File: config.mk
export PLATFORM = sky130hd
export DESIGN_NAME = rst_status_table
export DESIGN_NICKNAME = d
export VERILOG_FILES = /design/src/rtl/datapath_pkg.sv /design/src/rtl/rst_entry.sv /design/src/rtl/rst_status_table.sv
export SDC_FILE = /design/constraint.sdc
export NUM_CORES = 1
export LEC_CHECK = 0
export BUFFER_PORTS_ARGS = -buffer_cell sky130_fd_sc_hd__buf_2
export CAP_MARGIN = 10
export CORE_MARGIN = 8
export CORE_UTILIZATION = 30
export CTS_CLUSTER_SIZE = 25
export DETAILED_ROUTE_END_ITERATION = 8
export HOLD_SLACK_MARGIN = 0.02
export PLACE_DENSITY = 0.55
export SYNTH_ARGS = -nofsm -noshare
export SYNTH_HDL_FRONTEND = slang
export SYNTH_SLANG_ARGS = --single-unit
File: constraint.sdc
create_clock -name i_clk -period 12.07 [get_ports i_clk]
set_clock_uncertainty 0.15 [all_clocks]
set_input_delay 1.207 -clock i_clk [delete_from_list [all_inputs] [get_ports i_clk]]
set_output_delay 1.207 -clock i_clk [all_outputs]
set_load 0.01 [all_outputs]
File: src/rtl/datapath_pkg.sv
// Shared datapath types and default sizes for the register status table.
package datapath_pkg;

  localparam int unsigned RST_NREGS = 32;
  localparam int unsigned RST_TAG_W = 2;
  localparam int unsigned RST_NWB   = 2;

  typedef struct packed {
    logic                 busy;
    logic [RST_TAG_W-1:0] tag;
    logic                 spec;
  } rst_entry_t;

  typedef rst_entry_t [RST_NREGS-1:0] rst_s_t;

endpackage

File: src/rtl/rst_entry.sv
// One status-table entry: busy/tag/spec state with dispatch, tag-matched writeback,
// flush and resolve handling.
module rst_entry
  import datapath_pkg::*;
#(
  parameter int unsigned TAG_W = RST_TAG_W,
  parameter int unsigned NWB   = RST_NWB
) (
  input  logic                      i_clk,
  input  logic                      i_rst,
  input  logic                      i_di_hit,
  input  logic [TAG_W-1:0]          i_di_tag,
  input  logic                      i_di_spec,
  input  logic                      i_resolve,
  input  logic                      i_flush,
  input  logic [NWB-1:0]            i_wb_hit,
  input  logic [NWB-1:0][TAG_W-1:0] i_wb_tag,
  output logic                      o_busy,
  output logic [TAG_W-1:0]          o_tag,
  output logic                      o_spec,
  output logic                      o_busy_d
);

  logic             r_busy, r_spec;
  logic [TAG_W-1:0] r_tag;
  logic             w_busy_d, w_spec_d, w_wb_match;
  logic [TAG_W-1:0] w_tag_d;

  always_comb begin
    w_wb_match = 1'b0;
    for (int k = 0; k < NWB; k++) begin
      if (i_wb_hit[k] && (i_wb_tag[k] == r_tag)) w_wb_match = 1'b1;
    end
    w_wb_match = w_wb_match & r_busy;

    w_busy_d = r_busy;
    w_tag_d  = r_tag;
    w_spec_d = r_spec;
    if (w_wb_match) begin
      w_busy_d = 1'b0;
      w_spec_d = 1'b0;
    end
    if (i_flush) begin
      if (r_spec) begin
        w_busy_d = 1'b0;
        w_spec_d = 1'b0;
      end
    end else if (i_resolve) begin
      w_spec_d = 1'b0;
    end
    // Dispatch overrides writeback; a speculative one dies with a same-cycle flush.
    if (i_di_hit && !(i_flush && i_di_spec)) begin
      w_busy_d = 1'b1;
      w_tag_d  = i_di_tag;
      w_spec_d = i_di_spec;
    end
  end

  always_ff @(posedge i_clk) begin
    if (i_rst) begin
      r_busy <= 1'b0;
      r_tag  <= '0;
      r_spec <= 1'b0;
    end else begin
      r_busy <= w_busy_d;
      r_tag  <= w_tag_d;
      r_spec <= w_spec_d;
    end
  end

  assign o_busy   = r_busy;
  assign o_tag    = r_tag;
  assign o_spec   = r_spec;
  assign o_busy_d = w_busy_d;

endmodule

File: src/rtl/rst_status_table.sv
// Register status table with multi-port writeback, flush/resolve and busy counter.
// Optional RST_WB_BYPASS_EN: same-cycle matching writeback clears lookup busy.
module rst_status_table
  import datapath_pkg::*;
#(
  parameter int unsigned NREGS = RST_NREGS,
  parameter int unsigned TAG_W = RST_TAG_W,
  parameter int unsigned NWB   = RST_NWB,
  parameter int unsigned NRD   = 2,
  localparam int unsigned SEL_W = $clog2(NREGS),
  localparam int unsigned ENT_W = TAG_W + 2,
  localparam int unsigned CNT_W = SEL_W + 1
) (
  input  logic                        i_clk,
  input  logic                        i_rst,
  input  logic                        i_di_write,
  input  logic [SEL_W-1:0]            i_di_sel,
  input  logic [TAG_W-1:0]            i_di_tag,
  input  logic                        i_di_spec,
  input  logic                        i_resolve,
  input  logic                        i_flush,
  input  logic [NWB-1:0]              i_wb_write,
  input  logic [NWB-1:0][SEL_W-1:0]   i_wb_sel,
  input  logic [NWB-1:0][TAG_W-1:0]   i_wb_tag,
  input  logic [NRD-1:0][SEL_W-1:0]   i_rd_sel,
  output logic [NRD-1:0]              o_rd_busy,
  output logic [NRD-1:0][TAG_W-1:0]   o_rd_tag,
  output logic [NREGS-1:0][ENT_W-1:0] o_status,
  output logic [CNT_W-1:0]            o_busy_count
);

  logic [NREGS-1:0]            w_busy, w_spec;
  logic [NREGS-1:0][TAG_W-1:0] w_tag;
  logic [NREGS-1:1]            w_busy_d, w_di_hit;
  logic [NREGS-1:1][NWB-1:0]   w_wb_hit;
  logic [CNT_W-1:0]            w_count_d, r_busy_count;

  always_comb begin
    for (int i = 1; i < NREGS; i++) begin
      w_di_hit[i] = i_di_write && (i_di_sel == SEL_W'(i));
      for (int k = 0; k < NWB; k++) begin
        w_wb_hit[i][k] = i_wb_write[k] && (i_wb_sel[k] == SEL_W'(i));
      end
    end
  end

  // Register 0 is hardwired idle.
  assign w_busy[0] = 1'b0;
  assign w_spec[0] = 1'b0;
  assign w_tag[0]  = '0;

  for (genvar gi = 1; gi < NREGS; gi++) begin : g_entry
    rst_entry #(
      .TAG_W(TAG_W),
      .NWB  (NWB)
    ) u_entry (
      .i_clk    (i_clk),
      .i_rst    (i_rst),
      .i_di_hit (w_di_hit[gi]),
      .i_di_tag (i_di_tag),
      .i_di_spec(i_di_spec),
      .i_resolve(i_resolve),
      .i_flush  (i_flush),
      .i_wb_hit (w_wb_hit[gi]),
      .i_wb_tag (i_wb_tag),
      .o_busy   (w_busy[gi]),
      .o_tag    (w_tag[gi]),
      .o_spec   (w_spec[gi]),
      .o_busy_d (w_busy_d[gi])
    );
  end

  always_comb begin
    w_count_d = '0;
    for (int i = 1; i < NREGS; i++) w_count_d = w_count_d + CNT_W'(w_busy_d[i]);
  end

  always_ff @(posedge i_clk) begin
    if (i_rst) r_busy_count <= '0;
    else       r_busy_count <= w_count_d;
  end

  assign o_busy_count = r_busy_count;

  always_comb begin
    for (int i = 0; i < NREGS; i++) o_status[i] = {w_busy[i], w_tag[i], w_spec[i]};
  end

  always_comb begin
    for (int j = 0; j < NRD; j++) begin
      o_rd_busy[j] = w_busy[i_rd_sel[j]];
      o_rd_tag[j]  = w_tag[i_rd_sel[j]];
`ifdef RST_WB_BYPASS_EN
      for (int k = 0; k < NWB; k++) begin
        if (i_wb_write[k] && (i_wb_sel[k] == i_rd_sel[j]) &&
            (i_wb_tag[k] == w_tag[i_rd_sel[j]])) begin
          o_rd_busy[j] = 1'b0;
        end
      end
`endif
    end
  end

endmodule

# Word level (Yosys, flattened, before mapping)
# Index checks and enable logic that the tools add are counted.
# classes
n_eq_ne	155
n_reduce_logical	188
n_addsub	30
mux	349
n_lt_le_gt_ge	2
bitwise	31
# op_table
op	n
$mux W1	343
$eq A5 B5 Y1 const B	48
$logic_and A1 B1 Y1	187
$add A6 B1 Y6	25
$eq A2 B2 Y1	62
$eq A5 B4 Y1 const B	24
$eq A5 B3 Y1 const B	12
$and A1 B1 Y1	31
$eq A5 B2 Y1 const B	6
$bmux W2 S5	2
$eq A5 B1 Y1 const B	3
$lt A5 B6 Y1 const B	2
$bmux W1 S5	2
$add A5 B1 Y6	1
$add A4 B1 Y5	1
$add A3 B1 Y4	1
$mux W2	2
$add A2 B1 Y3	1
$add A1 B1 Y2	1
$logic_not A1 Y1	1
# totals
in_bits	39
output_inout_bits	140
wordCells	849
register_bits	130

# Logic depth before layout (Yosys ltp)
# Gate-level depths: netlist of run 1.
# logic_depth
ltp_word	40
mapped_depth	23
depth_no_buf	20

# Modules after synthesis
# A second synthesis of run 1 with hierarchy kept.
# unflattened
cells_unflattened	1109
area_unflattened_um2	9983.3
# by_module_without_submodules
mod	cells_per_inst	seq_area_each_um2	area_per_inst_um2	instances
rst_entry	23	80.1	217.7	31
rst_status_table	396	120.1	3234.4	1

# Worst setup path after synthesis of run 1
# OpenSTA, ideal clock, no wires.
# synth_path
path_kind	input to register
startpoint	in i_wb_tag[0] (netlist name)
endpoint	reg r_busy_count[4], in the netlist o_busy_count[4]
arrival_ns	6.988
n_path_buf	3
cell_stages	22
setup_slack_ns	4.804
t_required_ns	11.792
path_cell_list	clkbuf_1 -> buf_2 -> buf_2 -> xor2_1 -> nor4_1 -> a31oi_1 -> nand3_1 -> nand2_1 -> fa_1 -> fa_1 -> inv_1 -> fa_1 -> inv_1 -> fa_1 -> fa_1 -> fa_1 -> fa_1 -> fa_1 -> a21o_1 -> a21oi_1 -> xor2_1 -> nor2_1
# synth_between
elab_cells_between_ends	309
# synth_rtl
element	line_no	rtl
start: declaration	rst_status_table.sv:24	input logic [NWB-1:0][TAG_W-1:0] i_wb_tag,
$eq A2 B2 Y1 *	rst_entry.sv:32	if (i_wb_hit[k] && (i_wb_tag[k] == r_tag)) w_wb_match = 1'b1;
$logic_and A1 B1 Y1 *	rst_entry.sv:32	
$mux W1 * (2 in series)	rst_entry.sv:32	
$and A1 B1 Y1 *	rst_entry.sv:34	w_wb_match = w_wb_match & r_busy;
$mux W1 *	rst_entry.sv:39	if (w_wb_match) begin
$mux W1	rst_entry.sv:44	if (r_spec) begin
$mux W1 *	rst_entry.sv:43	if (i_flush) begin
$mux W1 *	rst_entry.sv:52	if (i_di_hit && !(i_flush && i_di_spec)) begin
via g_entry[8].u_entry.o_busy_d	rst_entry.sv:21	output logic o_busy_d
$add A6 B1 Y6 * (24 in series)	rst_status_table.sv:75	for (int i = 1; i < NREGS; i++) w_count_d = w_count_d + CNT_W'(w_busy_d[i]);
end signal: assignment	rst_status_table.sv:80	else r_busy_count <= w_count_d;
end: declaration	rst_status_table.sv:36	logic [CNT_W-1:0] w_count_d, r_busy_count;
# Mark *: on every way through the listed nets, which the timed path passes. The rest lies on a longest branch.
# A chain may end at the register's enable or synchronous reset.

# Worst setup path in the final report of run 1
# layout_path
startpoint	in i_flush
endpoint	reg r_busy_count[4], in the netlist o_busy_count[4]
# layout_between
elab_chain_len	34
elab_cells_between_ends	125
# layout_lines
element	line_no	rtl
start: declaration	rst_status_table.sv:21	input logic i_flush,
$logic_and A1 B1 Y1	rst_entry.sv:52	
$logic_not A1 Y1	rst_entry.sv:52	
$logic_and A1 B1 Y1	rst_entry.sv:52	
$mux W1	rst_entry.sv:52	
$add A1 B1 Y2	rst_status_table.sv:75	
$add A2 B1 Y3	rst_status_table.sv:75	
$add A3 B1 Y4	rst_status_table.sv:75	
$add A4 B1 Y5	rst_status_table.sv:75	
$add A5 B1 Y6	rst_status_table.sv:75	
$add A6 B1 Y6 (24 in series)	rst_status_table.sv:75	
$add A6 B1 Y6 *	rst_status_table.sv:75	
# Mark *: on every way between the ends. The rest lies on a longest branch, timed or not.

==> results of run 1 <==
==> layout make-up <==
class,instances,share of cell area [%]
well taps,408,4.66
repair buffers,185,8.73
flip-flops and latches,130,23.8
multi-input cells,819,55.9
inverters,45,1.54
clock inverters,11,1.14
clock buffers,20,4.26
diodes,1,0.0228
==> sequential cells by signal, indices dropped and copies added, names as in the netlist <==
name / flops
o_busy_count: 6
g_entry.u_entry.o_spec: 31
g_entry.u_entry.o_busy: 31
g_entry.u_entry.o_tag: 62
==> stage by stage <==
step	std cells	instance area [um^2]
2_1_floorplan	1142	9730
3_5_place_dp	1587	10400
3_3_place_gp	1587	10400
5_1_grt	1618	11000
6_report	1619	11000
4_1_cts	1618	11000
==> tightest hold or removal path, delay by kind of cell, from the launching register on <==
family	cells	cell delay (ps)
AO/OA/AOI/OAI	1	60
flip-flops	1	320
AND/OR/NAND/NOR	1	60
==> cells in the final DEF (no fill, tap or decap), types with 4 or more instances in the layout <==
master | synthesis | final
buf_2 | 19 | 173
nand2_1 | 156 | 156
dfxtp_1 | 130 | 130
xor2_1 | 92 | 92
a21oi_1 | 77 | 77
nor2_1 | 70 | 69
nand3_1 | 62 | 62
inv_1 | 45 | 45
mux4_2 | 42 | 42
xnor2_1 | 34 | 34
nor4_1 | 32 | 32
o2111ai_1 | 27 | 27
a31oi_1 | 26 | 26
fa_1 | 23 | 23
mux2i_1 | 22 | 22
nor2b_1 | 21 | 19
o21ai_0 | 18 | 18
clkbuf_16 | 0 | 17
a32oi_1 | 15 | 15
buf_4 | 66 | 12
mux2_2 | 11 | 11
nor3_1 | 10 | 9
nand2b_1 | 8 | 8
and2_1 | 7 | 7
ha_1 | 7 | 7
a22oi_1 | 6 | 6
a21o_1 | 4 | 4
nor3b_1 | 4 | 4
conb_1 | 1 | 4
inv_6 | 0 | 4
==> layer usage <==
metal	vias to the layer above	GRT usage, %
met5	-	0
met4	6	7.22
li1	4076	-
met2	580	31.0
met1	4457	28.0
met3	93	7.78
==> cells by family after synthesis <==
family | count (synthesis) | synth area share [%]
fa+ha+maj | 30 | 5.64
flops | 130 | 26.8
xor+xnor | 126 | 11.4
mux | 78 | 14.1
other cells | 1 | 0.0386
buf+inv | 193 | 10.5
compound gates | 193 | 12.9
simple gates | 388 | 18.7
==> worst min path at each step <==
stage | from | to
6_report | g_entry[11].u_entry.o_spec | g_entry[11].u_entry.o_spec
3_3_place_gp | g_entry[11].u_entry.o_spec | g_entry[11].u_entry.o_spec
4_1_cts | g_entry[11].u_entry.o_spec | g_entry[11].u_entry.o_spec
5_1_grt | g_entry[11].u_entry.o_spec | g_entry[11].u_entry.o_spec
2_1_floorplan | g_entry[11].u_entry.o_spec | g_entry[11].u_entry.o_spec
3_5_place_dp | g_entry[11].u_entry.o_spec | g_entry[11].u_entry.o_spec
==> synthesized netlist by cell type, drive strengths merged (8+ instances only) <==
cell type,count
nand2b,8
nor3,12
nand2,156
inv,45
o2111ai,27
buf,90
nor4,32
clkbuf,58
nand3,62
mux2i,22
nor2b,21
mux2,11
nor2,70
mux4,45
and2,8
dfxtp,130
o21ai,18
xnor2,34
xor2,92
fa,23
a21oi,77
a31oi,26
a32oi,15
==> power breakdown <==
group / internal, mW / switching [mW]
Combinational: 0.0476 / 0.101
Sequential: 0.433 / 0.00604
Clock: 0.321 / 0.214
==> run metrics, run 1 <==
status=finished, final reports clean; fmax=0.130 GHz; Post-CTS Hold Fix Bufs=0; Worst path depth=19; Final Cycle Share=63.8%; total CTS buffers=17; M1 WL=roughly 17 mm; post-synth cell types=55; max-slew violations=0; Initial Util=30.2%; gp weighted congestion=0.971; number of port buffers=174; Reg2Reg Depth=17; vias=9212; Clock transition at path regs=70 ps; Layout area overhead=12.7%; final WL=41.2 mm; worst-path fanout max=36; DRC Markers=0; antenna viol nets, final=0; leakage=roughly 4.5 nW; post-DP HPWL=31.5 mm; FP Rows=66; clk_lat worst skew=430 ps; CTS tree=built; syn_area_per_cell=8.54 um^2; number of global-route vias before repair=8723; Setup Crit Path Kind=in2reg; metal3 WL=5.15 mm; H-tree depth=4; Pwr per Cell Area=approximately 100 nW/um^2; Yosys reg bits=between 100 and 150; Worst slew margin=23.9%; per-cell routed wire length=25.5 um; cell taking the most area after synthesis=dfxtp_1; worst slack at placement=3990 ps; area fraction of the dominant cell type after synthesis=a little over a quarter; first-pass iteration count of the detailed router=5; max incr delay on CP=just under 800 ps; Ys Warns=0; Setup-failing EPs final=0; post-synthesis cell count=between 1k and 1.5k; clock root buffer=clkbuf_16; setup ws final=4370 ps; Max Buffers Root-to-Sink=2; top layer in use=met5; RSZ-0062 raised after global routing=no; Die Wd=196 um; Register Area=2600 um^2; DR WL met2=17.4 mm; post-synthesis sequential area ratio=26.8%; die span in y=196 um; initial antenna violation count=4; worst hold path type=reg2reg; Crit. Startpoint=i_flush; Critical-path top delay cell=nor2b_1; RR Endpoint=o_busy_count[4]; Hold Crit Depth=2; io pins=179; Fill cells=3369; # clock sinks=130; Critical Path End=o_busy_count[4]; vias per cell=around 5.7; Slew @ Worst Pin=1130 ps; cts repair resizes=0; total congestion overflow=0; minimum hold slack=338 ps; Core Util, Final=34.0%; Setup Buffers After CTS=0; DR iter-0 viols=1023; Post-Syn Area=9720 um^2; first-pass GRT wire length=60.1 mm; crit-path cells=buf_2 -> a21o_1 -> nor2b_1 -> a32oi_1 -> fa_1 -> inv_1 -> fa_1 -> inv_1 -> fa_1 -> inv_1 -> fa_1 -> fa_1 -> fa_1 -> fa_1 -> fa_1 -> a21o_1 -> a21oi_1 -> xor2_1 -> nor2_1; synth top area cells=dfxtp_1 27%, mux4_2 9.7%, xor2_1 8.3%, nand2_1 6.0%, buf_4 5.1%; Multi-input gate area=6120 um^2; final net count=1267; FF-to-FF setup slack=5570 ps; pin count of the biggest net entering global routing=65; Post-synth EDFFs=0; Total Power=1.12 mW; CP Data Arrival Time=between 7000 and 8000 ps; R2R Path Start=g_entry[20].u_entry.o_tag[1]; Worst EP required=12220 ps; Bufs and invs on worst path=4; fin crit period=7700 ps; Synth Flop Type=dfxtp_1; critical path's top delay family=adder cells; Core ar.=32200 um^2; Async SR Flop Fraction=0%; setup TNS=0 ps; Final Hold Fails=0; CP most frequent cell=fa_1; layout cells sized above 1=23.1%; GRT Util Overall=21.1%; Peak VDD IR=98.2 uV; crit start category=primary input; max cap viols=0; Die Area=around 38000 um^2; critical path endpoint category=register
Power figures use the tool's default switching activity.
==> run 2, diff against run 1 <==
Settings changed: PLACE_DENSITY 0.55 to 0.57.
Clock period 12.07 ns to 7 ns, I/O delays scaled along.
==> run 2 against run 1 <==
Hold slack better by 20 ps. Combinational power up 97%. Die area is the same. Clock power rose by 80%. Critical path type unchanged. Largest power group unchanged. Highest routed layer unchanged.
==> run metrics, run 2 (synthesis results as in run 1) <==
H-tree depth=4; max cap viols=0; io pins=179; combinational share of power=14.5%; first-pass iteration count of the detailed router=5; Setup-failing EPs final=0; fmax=roughly 0.15 GHz; CTS tree=built; Worst EP required=7150 ps; post-DP HPWL=33.5 mm; max-slew violations=0; clk_lat worst skew=430 ps; pin count of the biggest net entering global routing=slightly above 60; Seq pwr share=37.7%; fin crit period=6610 ps; Die Area=38400 um^2; Total Power=2.01 mW; leakage=~5 nW; Pwr per Cell Area=174 nW/um^2; Hold Startpoint=g_entry[25].u_entry.o_spec; initial antenna violation count=4; final net count=1339; Finished Cell Area=between 10000 and 15000 um^2; Fill cells=3359; Worst Hold End=g_entry[25].u_entry.o_spec; M1 WL=17.5 mm; Hold Crit Depth=2; vias=9556; setup ws final=394 ps; DR iter-0 viols=1119; total congestion overflow=0; Core ar.=32200 um^2; Worst slew margin=24.0%; setup TNS=0 ps; Initial Util=between 30% and 40%; number of global-route vias before repair=9339; top layer in use=met5; minimum hold slack=358 ps; most common cell after layout, fill and taps aside=buf_2; cell total after placement=around 1.7k; Setup Buffers After CTS=0; DR WL met2=~20 mm; per-cell routed wire length=25.9 um; Reg2Reg Depth=18; Max Buffers Root-to-Sink=2; status=finished, final reports clean; net switching power=roughly 0.58 mW; Setup Crit Path Kind=in2reg; Post-CTS Hold Fix Bufs=0; RSZ-0062 raised after global routing=no; worst hold path type=reg2reg; number of flip-flops in the largest register=62; antenna viol nets, final=0; RR Endpoint=o_busy_count[4]; cts repair resizes=0; CP Data Arrival Time=6750 ps; Clk pwr share=47.8%; Slew @ Worst Pin=around 1100 ps; Pint=1.43 mW; FP Rows=66; final std cells w/o fill=roughly 1.7k; gp weighted congestion=0.939; total CTS buffers=17; GRT Util Overall=22.3%; metal3 WL=4.54 mm; commonest cells after routing, fill and taps aside=173 x buf_2, 156 x nand2_1, 130 x dfxtp_1; Die Wd=196 um; die span in y=196 um; final WL=43.8 mm; layout cells sized above 1=27.5%; DRC Markers=0; Sw Ratio=28.8%; # clock sinks=between 100 and 150; Layout area overhead=19.1%; Core Util, Final=36.0%; placed instance area=between 10000 and 15000 um^2; Clock transition at path regs=70 ps; worst-path fanout max=3; number of port buffers=~170; FF-to-FF setup slack=550 ps; Final Hold Fails=0; clock root buffer=clkbuf_16; worst slack at placement=-5.99 ps; Peak VDD IR=176 uV; first-pass GRT wire length=between 60 and 70 mm; R2R Path Start=g_entry[18].u_entry.o_tag[0]; crit start category=primary input; critical path endpoint category=register; Final Cycle Share=roughly 94%; vias per cell=5.64
==> run 2: cell types whose count changed in the layout (fill, tap and decap cells not counted), sizes merged <==
cell      change
buf          +72
clkinvlp      +2
inv           -3
diode         +1
bufinv        +1
clkinv        +1
==> run 2: layout make-up <==
| cell class | count | area [um^2] | share of cell area [%] |
|---|---|---|---|
| Timing Repair Buffer | 257 | 1560 | 13.5 |
| Clock buffer | 20 | 457 | 3.94 |
| Tap cell | 408 | 510 | 4.41 |
| Clock inverter | 12 | 156 | 1.35 |
| Antenna cell | 2 | 5.00 | 0.0432 |
| Inverter | 45 | 169 | 1.46 |
| Sequential cell | 130 | 2600 | 22.5 |
| Multi-Input combinational cell | 819 | 6120 | 52.9 |
==> run 2: layer usage <==
| layer | vias up | track usage, % |
|---|---|---|
| met3 | 100 | 6.58 |
| met4 | 4 | 9.10 |
| met2 | 538 | 35.7 |
| met5 | - | 0 |
| li1 | 4218 | - |
| met1 | 4696 | 27.7 |
==> run 2: worst max-delay path by stage <==
stage / startpoint / to / slack (ps) / cells past startpoint
5_1_grt: i_wb_sel[9] / o_busy_count[4] / 70 / 20
6_report: i_wb_sel[9] / o_busy_count[4] / 390 / 20
2_1_floorplan: i_wb_tag[0] / o_busy_count[4] / 240 / 22
4_1_cts: i_wb_sel[9] / o_busy_count[4] / 410 / 20
3_3_place_gp: i_wb_tag[1] / o_busy_count[4] / -50 / 19
3_5_place_dp: i_wb_sel[5] / o_busy_count[4] / -6 / 18
==> run 2: power by group through the flow <==
stage	Clock, mW	Combinational (mW)	Sequential [mW]
floorplan	0	0.171	0.772
global placement	0	0.286	0.773
detailed placement	0	0.287	0.773
CTS	0.969	0.289	0.757
global route	0.999	0.310	0.758
finish	0.961	0.292	0.757
==> run 2: critical path: stages <==
cell	delay, ps
buf_2	110
or4b_1	630
nor4_1	310
a21oi_1	100
a32oi_1	370
fa_1	230
inv_1	90
fa_1	560
inv_1	60
fa_1	540
inv_1	60
fa_1	520
fa_1	520
fa_1	520
fa_1	480
fa_1	400
a21o_1	180
a21oi_1	160
xor2_1	170
nor2_1	60
